[src/rtl/display_pkg.sv]
// Shared colour types and constants for the display pipeline.
package display_pkg;
  typedef logic [11:0] rgb_t;

  localparam rgb_t KEY_COLOR_DEF = 12'hA0A;
  localparam rgb_t BLACK         = 12'h000;

  localparam int R_HI = 11;
  localparam int R_LO = 8;
  localparam int G_HI = 7;
  localparam int G_LO = 4;
  localparam int B_HI = 3;
  localparam int B_LO = 0;

  function automatic logic is_opaque(input rgb_t c, input rgb_t key);
    return c != key;
  endfunction
endpackage

[src/rtl/sprite_hit.sv]
// One sprite channel: half-open window test and sprite ROM address, registered
// so hit and address leave together in pipeline stage 0.
module sprite_hit #(
  parameter int PIX_W = 10,
  parameter int SPR_W = 14,
  parameter int SPR_H = 16,
  parameter int AW    = 8
) (
  input  logic             clk,
  input  logic             rst_n,
  input  logic             en,
  input  logic [PIX_W-1:0] x,
  input  logic [PIX_W-1:0] y,
  input  logic [PIX_W-1:0] hor_pix,
  input  logic [PIX_W-1:0] ver_pix,
  output logic             hit,
  output logic [AW-1:0]    addr
);
  logic [PIX_W:0]   x_end, y_end;
  logic [PIX_W-1:0] dx, dy;
  logic             in_win;

  // One extra bit so sprites near the counter limit do not wrap their window
  assign x_end  = {1'b0, x} + (PIX_W+1)'(SPR_W);
  assign y_end  = {1'b0, y} + (PIX_W+1)'(SPR_H);
  assign dx     = hor_pix - x;
  assign dy     = ver_pix - y;
  assign in_win = en && (hor_pix >= x) && ({1'b0, hor_pix} < x_end)
                     && (ver_pix >= y) && ({1'b0, ver_pix} < y_end);

  always_ff @(posedge clk or negedge rst_n) begin
    if (!rst_n) begin
      hit  <= 1'b0;
      addr <= '0;
    end else begin
      hit  <= in_win;
      addr <= AW'(dx) + AW'(dy) * AW'(SPR_W);
    end
  end
endmodule

[src/rtl/scroll_compositor.sv]
// Scrolling background plus prioritised keyed sprites, 3-cycle pixel pipeline.
// Define SCROLL_COMPOSITOR_COLLISION_EN to build sticky sprite-0 collision flags.
module scroll_compositor
  import display_pkg::*;
#(
  parameter int   PIX_W       = 10,
  parameter int   NUM_SPRITES = 2,
  parameter int   SPR_W       = 14,
  parameter int   SPR_H       = 16,
  parameter int   BG_W        = 160,
  parameter int   BG_H        = 240,
  parameter int   BG_X        = 200,
  parameter int   BG_Y        = 150,
  parameter rgb_t KEY_COLOR   = KEY_COLOR_DEF
) (
  input  logic                                         clk,
  input  logic                                         rst_n,
  input  logic [PIX_W-1:0]                             hor_pix,
  input  logic [PIX_W-1:0]                             ver_pix,
  input  logic                                         frame_tick,
  input  logic                                         scroll_en,
  input  logic                                         scroll_dir,
  input  logic [3:0]                                   scroll_div,
  input  logic [NUM_SPRITES-1:0]                       spr_en,
  input  logic [NUM_SPRITES*PIX_W-1:0]                 spr_x,
  input  logic [NUM_SPRITES*PIX_W-1:0]                 spr_y,
  output logic [$clog2(BG_W*BG_H)-1:0]                 bg_addr,
  input  logic [11:0]                                  bg_data,
  output logic [NUM_SPRITES*$clog2(SPR_W*SPR_H)-1:0]   spr_addr,
  input  logic [NUM_SPRITES*12-1:0]                    spr_data,
  input  logic                                         clr_collide,
  output logic [NUM_SPRITES-1:0]                       collide,
  output logic [11:0]                                  pix_rgb
);
  localparam int BG_AW  = $clog2(BG_W*BG_H);
  localparam int SPR_AW = $clog2(SPR_W*SPR_H);
  localparam int OFF_W  = $clog2(BG_H);
  localparam int STAGES = 2;

  logic [NUM_SPRITES-1:0]                  en_sh;
  logic [NUM_SPRITES-1:0][PIX_W-1:0]       x_sh, y_sh;
  logic [3:0]                              div_cnt;
  logic [OFF_W-1:0]                        scroll_off;
  logic [NUM_SPRITES-1:0]                  hit0, hit1;
  logic [NUM_SPRITES-1:0][SPR_AW-1:0]      spr_addr_a;
  rgb_t [NUM_SPRITES-1:0]                  sdata;
  logic                                    bg_win, bg_win0, bg_win1;
  logic [PIX_W-1:0]                        dx, dy;
  logic [OFF_W:0]                          dy_o, row, diff, sum;
  logic [STAGES:1]                         vld_q;
  logic [STAGES:0]                         vld_pipe;
  rgb_t                                    pix_nxt;
  logic                                    found;

  assign sdata    = spr_data;
  assign spr_addr = spr_addr_a;
  assign vld_pipe = {vld_q, 1'b1};

  always_ff @(posedge clk or negedge rst_n) begin
    if (!rst_n) begin
      en_sh <= '0;
      x_sh  <= '0;
      y_sh  <= '0;
    end else if (frame_tick) begin
      en_sh <= spr_en;
      x_sh  <= spr_x;
      y_sh  <= spr_y;
    end
  end

  always_ff @(posedge clk or negedge rst_n) begin
    if (!rst_n) begin
      div_cnt    <= '0;
      scroll_off <= '0;
    end else if (frame_tick && scroll_en) begin
      if (div_cnt == scroll_div) begin
        div_cnt    <= '0;
        scroll_off <= (scroll_off == OFF_W'(BG_H-1)) ? '0 : scroll_off + 1'b1;
      end else begin
        div_cnt <= div_cnt + 1'b1;
      end
    end
  end

  // Row wrap uses one conditional add/subtract; both operands are < BG_H
  assign dx     = hor_pix - PIX_W'(BG_X);
  assign dy     = ver_pix - PIX_W'(BG_Y);
  assign dy_o   = (OFF_W+1)'(dy);
  assign diff   = dy_o - {1'b0, scroll_off};
  assign sum    = dy_o + {1'b0, scroll_off};
  assign row    = scroll_dir ? ((sum >= (OFF_W+1)'(BG_H)) ? sum - (OFF_W+1)'(BG_H) : sum)
                             : ((dy_o < {1'b0, scroll_off}) ? diff + (OFF_W+1)'(BG_H) : diff);
  assign bg_win = ({1'b0, hor_pix} >= (PIX_W+1)'(BG_X)) && ({1'b0, hor_pix} < (PIX_W+1)'(BG_X+BG_W))
               && ({1'b0, ver_pix} >= (PIX_W+1)'(BG_Y)) && ({1'b0, ver_pix} < (PIX_W+1)'(BG_Y+BG_H));

  always_ff @(posedge clk or negedge rst_n) begin
    if (!rst_n) begin
      bg_addr <= '0;
      bg_win0 <= 1'b0;
      bg_win1 <= 1'b0;
      hit1    <= '0;
      vld_q   <= '0;
    end else begin
      bg_addr <= BG_AW'(dx) + BG_AW'(row) * BG_AW'(BG_W);
      bg_win0 <= bg_win;
      bg_win1 <= bg_win0;
      hit1    <= hit0;
      vld_q   <= vld_pipe[STAGES-1:0];
    end
  end

  for (genvar i = 0; i < NUM_SPRITES; i++) begin : g_spr
    sprite_hit #(
      .PIX_W(PIX_W), .SPR_W(SPR_W), .SPR_H(SPR_H), .AW(SPR_AW)
    ) u_hit (
      .clk     (clk),
      .rst_n   (rst_n),
      .en      (en_sh[i]),
      .x       (x_sh[i]),
      .y       (y_sh[i]),
      .hor_pix (hor_pix),
      .ver_pix (ver_pix),
      .hit     (hit0[i]),
      .addr    (spr_addr_a[i])
    );
  end

  // Lowest index opaque sprite wins, then background, then black
  always_comb begin
    pix_nxt = BLACK;
    found   = 1'b0;
    for (int i = 0; i < NUM_SPRITES; i++) begin
      if (!found && hit1[i] && is_opaque(sdata[i], KEY_COLOR)) begin
        pix_nxt = sdata[i];
        found   = 1'b1;
      end
    end
    if (!found && bg_win1) pix_nxt = bg_data;
    if (!vld_pipe[STAGES]) pix_nxt = BLACK;
  end

  always_ff @(posedge clk or negedge rst_n) begin
    if (!rst_n) pix_rgb <= BLACK;
    else        pix_rgb <= pix_nxt;
  end

`ifdef SCROLL_COMPOSITOR_COLLISION_EN
  logic [NUM_SPRITES-1:0] col_set;

  always_comb begin
    col_set = '0;
    for (int i = 1; i < NUM_SPRITES; i++) begin
      col_set[i] = vld_pipe[STAGES] && hit1[0] && hit1[i]
                && is_opaque(sdata[0], KEY_COLOR) && is_opaque(sdata[i], KEY_COLOR);
    end
  end

  // A new overlap outranks a clear arriving in the same cycle
  always_ff @(posedge clk or negedge rst_n) begin
    if (!rst_n) collide <= '0;
    else        collide <= (clr_collide ? '0 : collide) | col_set;
  end
`else
  logic unused_clr;
  assign unused_clr = clr_collide;
  assign collide    = '0;
`endif
endmodule
[config.mk]
export PLATFORM = sky130hd
export DESIGN_NAME = scroll_compositor
export DESIGN_NICKNAME = d
export VERILOG_FILES = /design/src/rtl/display_pkg.sv /design/src/rtl/sprite_hit.sv /design/src/rtl/scroll_compositor.sv
export SDC_FILE = /design/constraint.sdc
export NUM_CORES = 1
export LEC_CHECK = 0
export CORE_AREA = 2 2 101 176
export DETAILED_ROUTE_END_ITERATION = 10
export DIE_AREA = 0 0 103 178
export GPL_TIMING_DRIVEN = 0
export PLACE_DENSITY = 0.82
export SLEW_MARGIN = 5
export SYNTH_ARGS = -nofsm -noshare
export SYNTH_HDL_FRONTEND = slang
export SYNTH_SLANG_ARGS = --single-unit
export TNS_END_PERCENT = 20
[constraint.sdc]
create_clock -name clk -period 12.05 [get_ports clk]
set_input_delay 1.205 -clock clk [delete_from_list [all_inputs] [get_ports clk]]
set_output_delay 1.205 -clock clk [all_outputs]
set_load 0.05 [all_outputs]
==> Word level (Yosys, flattened, before mapping) <==
Cells that the tools add are included.
W data, S select, Z words.
{ "op_classes": {"n_mux": 11, "n_lt_le_gt_ge": 14, "multipliers": 3, "addsub": 19, "eq_ne": 4, "reduce_logical": 19} }
{ "ops": {"columns": ["operator", "count"], "rows": [
  ["$mux W12", 4],
  ["$lt A10 B11 Y1", 4],
  ["$ge A10 B10 Y1", 4],
  ["$sub A8 B8 Y8", 4],
  ["$mux W9", 3],
  ["$ne A12 B12 Y1 const B", 2],
  ["$add A10 B4 Y11 const B", 2],
  ["$add A10 B5 Y11 const B", 2],
  ["$ge A10 B8 Y1 const B", 2],
  ["$lt A10 B9 Y1 const B", 2],
  ["$sub A9 B8 Y9 const B", 2],
  ["$add A10 B16 Y16", 1],
  ["$add A8 B8 Y8", 2],
  ["$logic_and A1 B1 Y1", 16],
  ["$mul A8 B3 Y7 const B", 2],
  ["$mul A9 B3 Y11 const B", 1],
  ["$sub A10 B8 Y10 const B", 1],
  ["$add A9 B8 Y9", 1],
  ["$add A9 B8 Y9 const B", 1],
  ["$ge A9 B8 Y1 const B", 1],
  ["$lt A9 B8 Y1", 1],
  ["$sub A9 B8 Y9", 1],
  ["$add A8 B1 Y8 const B", 1],
  ["$eq A8 B8 Y1 const B", 1],
  ["7 further kinds", 9]
]} }
{ "totals": {"word_cells": 87, "register_bits": 106, "inputBits": 108, "out_inout_bits": 46} }

==> Logic depth before layout (Yosys ltp) <==
{ "logic_depth": {"depth_word": 11, "depth_mapped": 27, "ltp_nobuf": 26} }

==> By module <==
Synthesis repeated with hierarchy kept, for this count alone.
{ "unflattened": {"hier_cells": 966, "hier_area_um2": 9471.6} }
{ "by_module_without_submodules": {"columns": ["module", "n_inst", "cells_per_inst", "area_per_inst_um2", "seq_area_each_um2"], "rows": [
  ["scroll_compositor", 1, 502, 5373.9, 2202.1],
  ["sprite_hit (g_spr[1].u_hit)", 1, 233, 2063.2, 225.2],
  ["sprite_hit (g_spr[0].u_hit)", 1, 231, 2034.5, 225.2]
]} }

==> Worst setup path after synthesis <==
No wires, ideal clock.
{ "synth_path": {"path_type": "input to register", "from": "input port ver_pix[1]", "to": "register bg_addr[15]", "path_stages": 24, "n_path_buf": 1, "setup_time_ns": 0.123, "slack_ns": 5.762, "t_arrival_ns": 6.165, "required_ns": 11.927, "path_cell_list": "ha_1 -> o21ai_0 -> xor2_1 -> ha_1 -> clkbuf_1 -> o31ai_1 -> nor3_1 -> inv_1 -> ha_1 -> nand3_1 -> nor2_1 -> nand2_1 -> o31ai_1 -> nand2_1 -> o221ai_1 -> ha_1 -> fa_1 -> ha_1 -> a21boi_0 -> o21ai_0 -> nand3b_1 -> nand3b_1 -> xnor2_1 -> xnor2_1"} }
{ "synth_between": {"elab_chain_len": 7, "word_cells_on_any_way": 12, "cone_classes": "add/sub (6); mul (1); order compare (2); mux (3)"} }
{ "synth_lines": {"columns": ["element", "line", "source"], "rows": [
  ["from (decl)", "scroll_compositor.sv:19", "input logic [PIX_W-1:0] ver_pix,"],
  ["$sub A9 B8 Y9 (*)", "scroll_compositor.sv:87", "assign dy = ver_pix - PIX_W'(BG_Y);"],
  ["$sub A9 B8 Y9 or $add A9 B8 Y9 (tied branches)", "scroll_compositor.sv:89, scroll_compositor.sv:90", null],
  ["$add A9 B8 Y9 (tied with other cells)", "scroll_compositor.sv:92", ": ((dy_o < {1'b0, scroll_off}) ? diff + (OFF_W+1)'(BG_H) : diff);"],
  ["$mux W9, on equally long branches", "scroll_compositor.sv:92, scroll_compositor.sv:91", null],
  ["$mux W9 (*)", "scroll_compositor.sv:91", "assign row = scroll_dir ? ((sum >= (OFF_W+1)'(BG_H)) ? sum - (OFF_W+1)'(BG_H) : sum)"],
  ["$mul A9 B3 Y11 (*)", "scroll_compositor.sv:104", "bg_addr <= BG_AW'(dx) + BG_AW'(row) * BG_AW'(BG_W);"],
  ["$add A10 B16 Y16 (*)", "scroll_compositor.sv:104", null],
  ["to (signal assigned)", "scroll_compositor.sv:104", null],
  ["to (decl)", "scroll_compositor.sv:27", "output logic [$clog2(BG_W*BG_H)-1:0] bg_addr,"]
]} }
Every way passes the cells marked *; elsewhere a longest branch is shown, timed or not.
A chain may end at the register's enable or synchronous reset.

==> Worst setup path in the final report <==
Same ends and word-level chain as after synthesis.

==> results.cfg <==
[placed_design]
io_buffers = 148
finalWeightedCongestion = 0.900
dp.cells = 1366
place_ws_ns = 3.90
dp_hpwl_mm = 19.0

[floorplan]
die_area_sq_um = 18300
core_area_sq_um = 16900
die_w_microns = 103
pin_count = 154
die_h_microns = 178
row_count = 63
start_util = 0.545

[synth]
synth_top_area_frac = 0.289
ys.flop_type = dfrtp_1
synth-edff-count = 0
netlist_top_cells_count = 138 x ha_1, 115 x inv_1, 106 x dfrtp_1
async_flop_share = 1.00
seq_area_frac_synth = 0.289
synth_most_common_cell = ha_1
syn_avg_cell_area_sq_um = 9.29
synth_cell_types = 68
netlist_area_sq_um = 9190
synthesis.instances = 989
ys_warn_count = 0
synthTopCellsByArea = dfrtp_1 29%, ha_1 19%, xnor2_1 7.4%
ys_ff_latch = 106
synth_top_area_cell = dfrtp_1

[drt]
drt-initial-drc-count = 374
via_per_inst = 5.69
remaining_drc_errors = 0
post_drt_wl_per_cell_microns = 16.8
vias = 7857
ant_nets = 0
totalWireLength_mm = 23.2
dr.pass1.iters = 4

[clocking]
htree_levels = 3
cts_hold_buffers = 0
root_buffer = clkbuf_16
post_cts_buffers = 0
cts_resized = 0
cts_max_path_buffers = 2
clk_pin_slew_ns = 0.08
clk_latency_ns = 0.37
tritoncts = built
clock_sinks = 106
cts_buffers = 9

[timing]
hold_viol = 0
max_freq_mhz = 128
setup_viol = 0
timing.final.crit_share = 0.650
finalCriticalPeriod_ns = 7.83
slew_violations = 0
rsz0062_at_grt = false
slew_headroom = 0.355
fin_worst_skew_ns = 0.00769
worst_pin_slew_ns = 0.966
setup-tns-final_ns = 0
setup_slack_ns = 4.22

[grt]
antenna_found_initial = 0
grt_max_degree = 65
grtUsageTotal = 0.263
overflow = 0
grt_pass1_vias = 8034
grt_pass1_wl_mm = 37.3

[setup_path]
start_kind = input pin
arrival_ns = 8.09
worstPathRequired_ns = 12.31
crit_fanout = 10
critical_path_class = input pin to flip-flop
worstSetupEndpointType = flip-flop

[finish]
final_core_util = 0.669
n_antenna_cell = 0
area_delta_synth_final_pct = 22.9
drive_above_1_share = 0.0338
fin_cells = 1382
final_nets = 1426

[power]
p_leak_uw = 0.00521
power_uw = 2600
ir_drop_v = 0.000219
power_density_nw_per_um2 = 231

[min_path]
min_path_type = flip-flop to flip-flop

[run_status]
status = completed

[flow_run]
drv_cap = 0
## layer usage
metal / share of wire / wire [microns] / track usage
met1: 0.35 / 8010 / 0.263
met2: 0.56 / 13100 / 0.504
met3: 0.036 / 829 / 0.0270
met4: 0.053 / 1230 / 0.153
met5: 0 / 0 / 0
## cell families after synthesis
group	synth area share
other	0.000817
AOI/OAI and AO/OA	0.170
and+or+nand+nor	0.118
muxes	0.0132
adders and majority gates	0.253
buffers and inverters	0.0561
DFF	0.289
xor gates and xnor gates	0.0991
## layout make-up
type | instances | area (sq um)
Inverter | 116 | 435
Multi-Input combinational cell | 749 | 6030
Fill cell | 1351 | 5580
Clock inverter | 7 | 86.3
Tap cell | 227 | 284
Timing Repair Buffer | 149 | 1500
Buffer | 19 | 80.1
Clock buffer | 9 | 225
Sequential cell | 106 | 2650
## critical path, stage by stage
cell,delay (ns)
clkdlybuf4s50_1,0.74
ha_1,0.42
o21ai_0,0.34
xor2_1,0.25
ha_1,0.34
clkbuf_1,0.26
o31ai_1,0.57
nor3_1,0.14
inv_1,0.10
ha_1,0.25
nand3_1,0.10
nor2_1,0.19
nand2_1,0.14
o31ai_1,0.37
nand2_1,0.09
o221ai_1,0.29
ha_1,0.33
fa_1,0.51
ha_1,0.33
a21boi_0,0.24
o21ai_0,0.16
nand3b_1,0.23
nand3b_1,0.21
xnor2_1,0.16
xnor2_1,0.12
## power breakdown
group          total [uW]  internal, uW  switching (uW)
clock network         313           152             162
registers             488           452            35.7
logic                1800           807             995
## registers in the layout (all words and copies together), names as in the netlist, 2 cells and up
register          count
x_sh                 20
y_sh                 20
bg_addr              16
g_spr.u_hit.addr     16
pix_rgb              12
scroll_off            8
div_cnt               4
en_sh                 2
g_spr.u_hit.hit       2
hit1                  2
vld_q                 2
## placed cells by master, fill, tap and decap left out, types with 5 or more instances in the layout
cell type and count:
nor3_1 10, xnor2_1 78, clkdlybuf4s50_1 147, nor2_1 37
inv_1 115, nand2b_1 9, mux2_2 9, o21bai_1 10
clkbuf_1 14, nor2b_1 20, dfrtp_1 106, ha_1 138
a222oi_1 8, a31oi_1 12, a21oi_1 56, o21ai_0 73
a211oi_1 8, o21a_1 7, a21o_1 23, and3_1 5
nand2_1 82, nand3_1 29, xor2_1 26, clkbuf_16 9
fa_1 30
## metrics by stage
stage | hold WS (ns) | cell area (sq um)
global route | 0.364 | 11300
CTS | 0.354 | 11300
finish | 0.354 | 11300
detailed placement | 0.335 | 11000
global placement | 0.331 | 11000
floorplan | 0.331 | 9190
## worst paths after layout
| path | start | endpoint | slack [ns] | cells past startpoint |
|---|---|---|---|---|
| max reg2reg | scroll_off[5] | bg_addr[15] | 6.17 | 22 |
| max in group asynchronous | rst_n | bg_addr[15] | 10.41 | 2 |
| min reg2reg | g_spr[1].u_hit.hit | hit1[1] | 0.35 | 0 |
| min | g_spr[1].u_hit.hit | hit1[1] | 0.35 | 0 |
| max | ver_pix[1] | bg_addr[15] | 4.22 | 25 |
| min in group asynchronous | rst_n | g_spr[1].u_hit.addr[5] | 0.93 | 1 |
Note: power is estimated with default switching activity, not from simulation.
